[config.mk]
export PLATFORM = sky130hd
export DESIGN_NAME = hilo_fwd_unit
export DESIGN_NICKNAME = d
export VERILOG_FILES = /design/src/rtl/hilo_fwd_unit.sv
export SDC_FILE = /design/constraint.sdc
export NUM_CORES = 1
export LEC_CHECK = 0
export BUFFER_PORTS_ARGS = -buffer_cell sky130_fd_sc_hd__clkbuf_2
export CAP_MARGIN = 0
export CORE_AREA = 2 2 110 112
export DETAILED_ROUTE_END_ITERATION = 16
export DIE_AREA = 0 0 112 114
export HOLD_SLACK_MARGIN = 0.05
export PLACE_DENSITY = 0.76
export SLEW_MARGIN = 10
export SYNTH_ARGS = -nofsm -noshare
export SYNTH_HDL_FRONTEND = slang
export SYNTH_SLANG_ARGS = --single-unit
[constraint.sdc]
create_clock -name clk -period 2 [get_ports clk]
set_input_delay 0.2 -clock clk [delete_from_list [all_inputs] [get_ports clk]]
set_output_delay 0.2 -clock clk [all_outputs]
set_load 0.02 [all_outputs]
[src/rtl/hilo_fwd_unit.sv]
// hilo_fwd_unit: HI/LO architectural registers for the MIPS core, with an
// NUM_FWD-deep forwarding network for mfhi/mflo and a tracker for one
// multi-cycle multiply/divide. Sits beside the EX stage.
//
// Ports:
//   clk, rst                   clock (rising edge), asynchronous active-high reset
//   rd_hi_req, rd_lo_req       EX-stage instruction reads HI / LO
//   fwd_hi_we, fwd_lo_we       per-stage pending writes, bit i = stage i (0 = youngest)
//   fwd_hi_data, fwd_lo_data   per-stage values, stage i at [i*DATA_W +: DATA_W]
//   md_start                   launch multiply/divide (ignored while busy)
//   md_hi_res, md_lo_res       multiply/divide result, sampled on the completion edge
//   hi_out, lo_out             forwarded HI / LO value to EX
//   md_busy                    multiply/divide in flight
//   stall                      freeze IF/ID/EX this cycle
//   stall_cnt                  saturating count of stalled cycles (HILO_STALL_CNT_EN only)
//
// Optional feature: define HILO_STALL_CNT_EN to add the stall_cnt output.

module hilo_fwd_unit #(
    parameter int unsigned DATA_W  = 32,
    parameter int unsigned NUM_FWD = 2,
    parameter int unsigned MD_LAT  = 4
) (
    input  logic                      clk,
    input  logic                      rst,
    input  logic                      rd_hi_req,
    input  logic                      rd_lo_req,
    input  logic [NUM_FWD-1:0]        fwd_hi_we,
    input  logic [NUM_FWD-1:0]        fwd_lo_we,
    input  logic [NUM_FWD*DATA_W-1:0] fwd_hi_data,
    input  logic [NUM_FWD*DATA_W-1:0] fwd_lo_data,
    input  logic                      md_start,
    input  logic [DATA_W-1:0]         md_hi_res,
    input  logic [DATA_W-1:0]         md_lo_res,
    output logic [DATA_W-1:0]         hi_out,
    output logic [DATA_W-1:0]         lo_out,
    output logic                      md_busy,
    output logic                      stall
`ifdef HILO_STALL_CNT_EN
    ,
    output logic [31:0]               stall_cnt
`endif
);

    localparam int unsigned CommitStage = NUM_FWD - 1;
    localparam logic [7:0]  MdLatCnt    = 8'(MD_LAT);

    logic [DATA_W-1:0] hi_q, hi_d;
    logic [DATA_W-1:0] lo_q, lo_d;
    logic [7:0]        md_cnt_q, md_cnt_d;
    logic              md_done;

    // Forwarding: walk from oldest to youngest so the lowest-index hit wins.
    always_comb begin
        hi_out = hi_q;
        lo_out = lo_q;
        for (int i = int'(NUM_FWD) - 1; i >= 0; i--) begin
            if (fwd_hi_we[i]) hi_out = fwd_hi_data[i*DATA_W +: DATA_W];
            if (fwd_lo_we[i]) lo_out = fwd_lo_data[i*DATA_W +: DATA_W];
        end
    end

    assign md_busy = (md_cnt_q != 8'd0);
    assign stall   = md_busy & (rd_hi_req | rd_lo_req);
    assign md_done = (md_cnt_q == 8'd1);

    always_comb begin
        hi_d     = hi_q;
        lo_d     = lo_q;
        md_cnt_d = md_cnt_q;

        // Commit-stage writes; HI and LO independent for mthi/mtlo.
        if (fwd_hi_we[CommitStage]) hi_d = fwd_hi_data[CommitStage*DATA_W +: DATA_W];
        if (fwd_lo_we[CommitStage]) lo_d = fwd_lo_data[CommitStage*DATA_W +: DATA_W];

        // Multiply/divide completion overrides a same-edge commit write.
        if (md_done) begin
            hi_d = md_hi_res;
            lo_d = md_lo_res;
        end

        // A start while busy is a protocol violation and is dropped.
        if (md_cnt_q == 8'd0) begin
            if (md_start) md_cnt_d = MdLatCnt;
        end else begin
            md_cnt_d = md_cnt_q - 8'd1;
        end
    end

    always_ff @(posedge clk or posedge rst) begin
        if (rst) begin
            hi_q     <= '0;
            lo_q     <= '0;
            md_cnt_q <= 8'd0;
        end else begin
            hi_q     <= hi_d;
            lo_q     <= lo_d;
            md_cnt_q <= md_cnt_d;
        end
    end

`ifdef HILO_STALL_CNT_EN
    always_ff @(posedge clk or posedge rst) begin
        if (rst) begin
            stall_cnt <= 32'd0;
        end else if (stall && (stall_cnt != 32'hFFFF_FFFF)) begin
            stall_cnt <= stall_cnt + 32'd1;
        end
    end
`endif

endmodule

==> results.json <==
{
  "status": "completed",
  "clk_transition_reported_paths_ps": 60,
  "ys_ff_latch": 72,
  "final_core_util_pct": 54.8,
  "nNetsFinal": 788,
  "ir_drop_mv": 0.419,
  "slew_viol_final": 0,
  "cts_max_path_buffers": 2,
  "regArea_mm2": 0.00180,
  "insertion_delay_ps": 330,
  "tightest_slew_ps": 502,
  "fill_cells": 1000,
  "wl_um": 11500,
  "max-slew-margin-rel_pct": 66.5,
  "hp-class": "in -> reg",
  "skew_ps": 7.76,
  "start_kind": "register",
  "port-buffer-count": 266,
  "grtUsageTotal_pct": 17.7,
  "slowest_delay_ps": 420,
  "num_vias": 3568,
  "initial_core_util_pct": 39.0,
  "drtAntennaViolNets": 0,
  "first_iter_violations": 80,
  "clock-sinks": 72,
  "power_mw": 5.57,
  "avgSynthCellArea_um2": 14.3,
  "endpoint_kind": "primary output",
  "hold_viol_final": 0,
  "fmax_ghz": 0.531,
  "n_antenna_cell": 0,
  "overflow": 0,
  "setup_tns_ps": 0,
  "rsz0062_at_grt": "false",
  "antenna_found_initial": 0,
  "dieWidth_um": 112,
  "ioPinCount": 267,
  "path_class": "reg -> out",
  "maxCapViolations": 0,
  "cp_num_buf_inv": 2,
  "htree_levels": 3,
  "multiInputGateArea_mm2": 0.00264,
  "slowest_stage": "dfrtp_1",
  "drive_gt1_share_pct": 83.1,
  "powerDensity_mw_per_mm2": 869,
  "dp_hpwl_um": 8920,
  "grt_max_degree": 73,
  "grt_pass1_vias": 3760,
  "yosysSeqAreaShare_pct": 39.5,
  "final.min_clock_period_ps": 1880,
  "setup_viol": 0,
  "synth.yosys.warnings": 0,
  "vias_per_cell": 4.84,
  "core_area_mm2": 0.0117,
  "num_rows": 40,
  "numCtsBuffers": 9,
  "synth_nets": 522,
  "wl_per_cell_um": 15.5,
  "syn_to_final_growth_pct": 40.5,
  "grt_first_pass_wirelength_um": 18200,
  "synth_area_mm2": 0.00457,
  "min_period_over_period_pct": 94.2,
  "root_buffer": "clkbuf_16",
  "post-route-drc-count": 0,
  "cp_data_arrival_time_ps": 1680,
  "die_h_um": 114,
  "yosysUniqueCellTypes": 27,
  "first_pass_iters": 4,
  "crit_path_max_fanout": 6,
  "hold_slack_ps": 102,
  "cts_tree": "yes",
  "critical_path_required_ps": 1800,
  "p_leak_nw": 3.37,
  "netlist_instances": 319,
  "die-area_mm2": 0.0128,
  "critPathTopFamily": "simple AND/OR/NAND/NOR gates",
  "place_congestion": 0.769,
  "path_cells": "nor4_4, buf_4, nand2_2, o21a_1, clkbuf_2"
}
metal layers:
layer / share of wire, % / track usage [%]
met4: 2.1 / 8.05
met1: 37 / 19.7
met2: 53 / 32.4
met3: 7.9 / 3.93
met5: 0 / 0
cell families after synthesis:
family	Yosys count	share of synthesized area, %
mux	195	53.0
flops	72	39.5
buf+inv	27	3.21
simple gates	14	2.27
compound gates	6	0.959
xor+xnor	3	0.576
fa+ha+maj	2	0.548
area by class of cell:
class                      count  area share [%]
inverter                       5           0.351
clock inverter                 6           0.936
sequential                    72            28.1
multi-input combinational    220            41.1
clock buffer                  10            3.57
tap                          147            2.87
timing repair buffer         277            23.1
layout by cell type (no fill, tap or decap), types with 2 or more instances in the layout:
| cell | netlist | routed |
|---|---|---|
| xor2_1 | 2 | 2 |
| mux2i_1 | 2 | 2 |
| dfrtp_1 | 72 | 71 |
| buf_12 | 0 | 5 |
| mux2_2 | 132 | 132 |
| inv_1 | 5 | 4 |
| buf_4 | 0 | 5 |
| nor2_1 | 4 | 4 |
| mux2_4 | 60 | 60 |
| clkinvlp_4 | 0 | 3 |
| nand2b_1 | 2 | 2 |
| clkbuf_16 | 0 | 9 |
| clkbuf_2 | 0 | 266 |
| clkinv_2 | 0 | 3 |
Yosys cell counts, drive strengths merged:
library cell | instances | area share [%]
nor3b | 1 | 0.16
ha | 2 | 0.55
nand2 | 2 | 0.16
nor2 | 4 | 0.33
nor4b | 1 | 0.19
buf | 15 | 2.2
a211oi | 1 | 0.16
clkbuf | 7 | 0.58
mux2i | 2 | 0.44
mux2 | 193 | 53
a211o | 1 | 0.19
or4 | 1 | 0.16
xnor2 | 1 | 0.19
nand3 | 1 | 0.38
xor2 | 2 | 0.38
o21ai | 1 | 0.11
nor4 | 2 | 0.60
dfrtp | 72 | 39
a21o | 1 | 0.16
o21a | 1 | 0.16
o31ai | 1 | 0.16
inv | 5 | 0.41
nand2b | 2 | 0.27
metrics by stage:
stage / std cells / setup slack, ps / area, um2
after floorplan: 319 / 177 / 4570
after global placement: 718 / 307 / 6080
after detailed placement: 718 / 291 / 6080
after CTS: 735 / 12.5 / 6380
after global routing: 737 / 5.69 / 6410
final: 737 / 116 / 6410
where the power goes:
group          switching, mW  internal [mW]
Combinational          0.881           1.13
Clock                  0.608          0.959
Sequential             0.189           1.81
state kept, by name, indices dropped and copies added, names as in the netlist:
name,count
md_cnt_q,8
hi_q,32
lo_q,32
final timing paths:
check / slack, ps / cells after the start / end / start
min: 100 / 2 / lo_q[2] / md_lo_res[2]
min in group asynchronous: 520 / 4 / lo_q[24] / rst
min reg2reg: 550 / 1 / md_cnt_q[6] / md_cnt_q[6]
max reg2reg: 200 / 5 / lo_q[0] / md_cnt_q[0]
max in group asynchronous: 1100 / 4 / md_cnt_q[0] / rst
max: 120 / 5 / stall / md_cnt_q[7]
repair_timing:
| item | CTS | global route |
|---|---|---|
| hold endpoints to repair | 72 | 0 |
| setup endpoints to repair | 1 | 2 |
| hold buffers | 1 | 0 |
| setup buffers | 0 | 2 |
| gates resized for setup | 1 | 4 |
(Power assumes the default switching activity.)
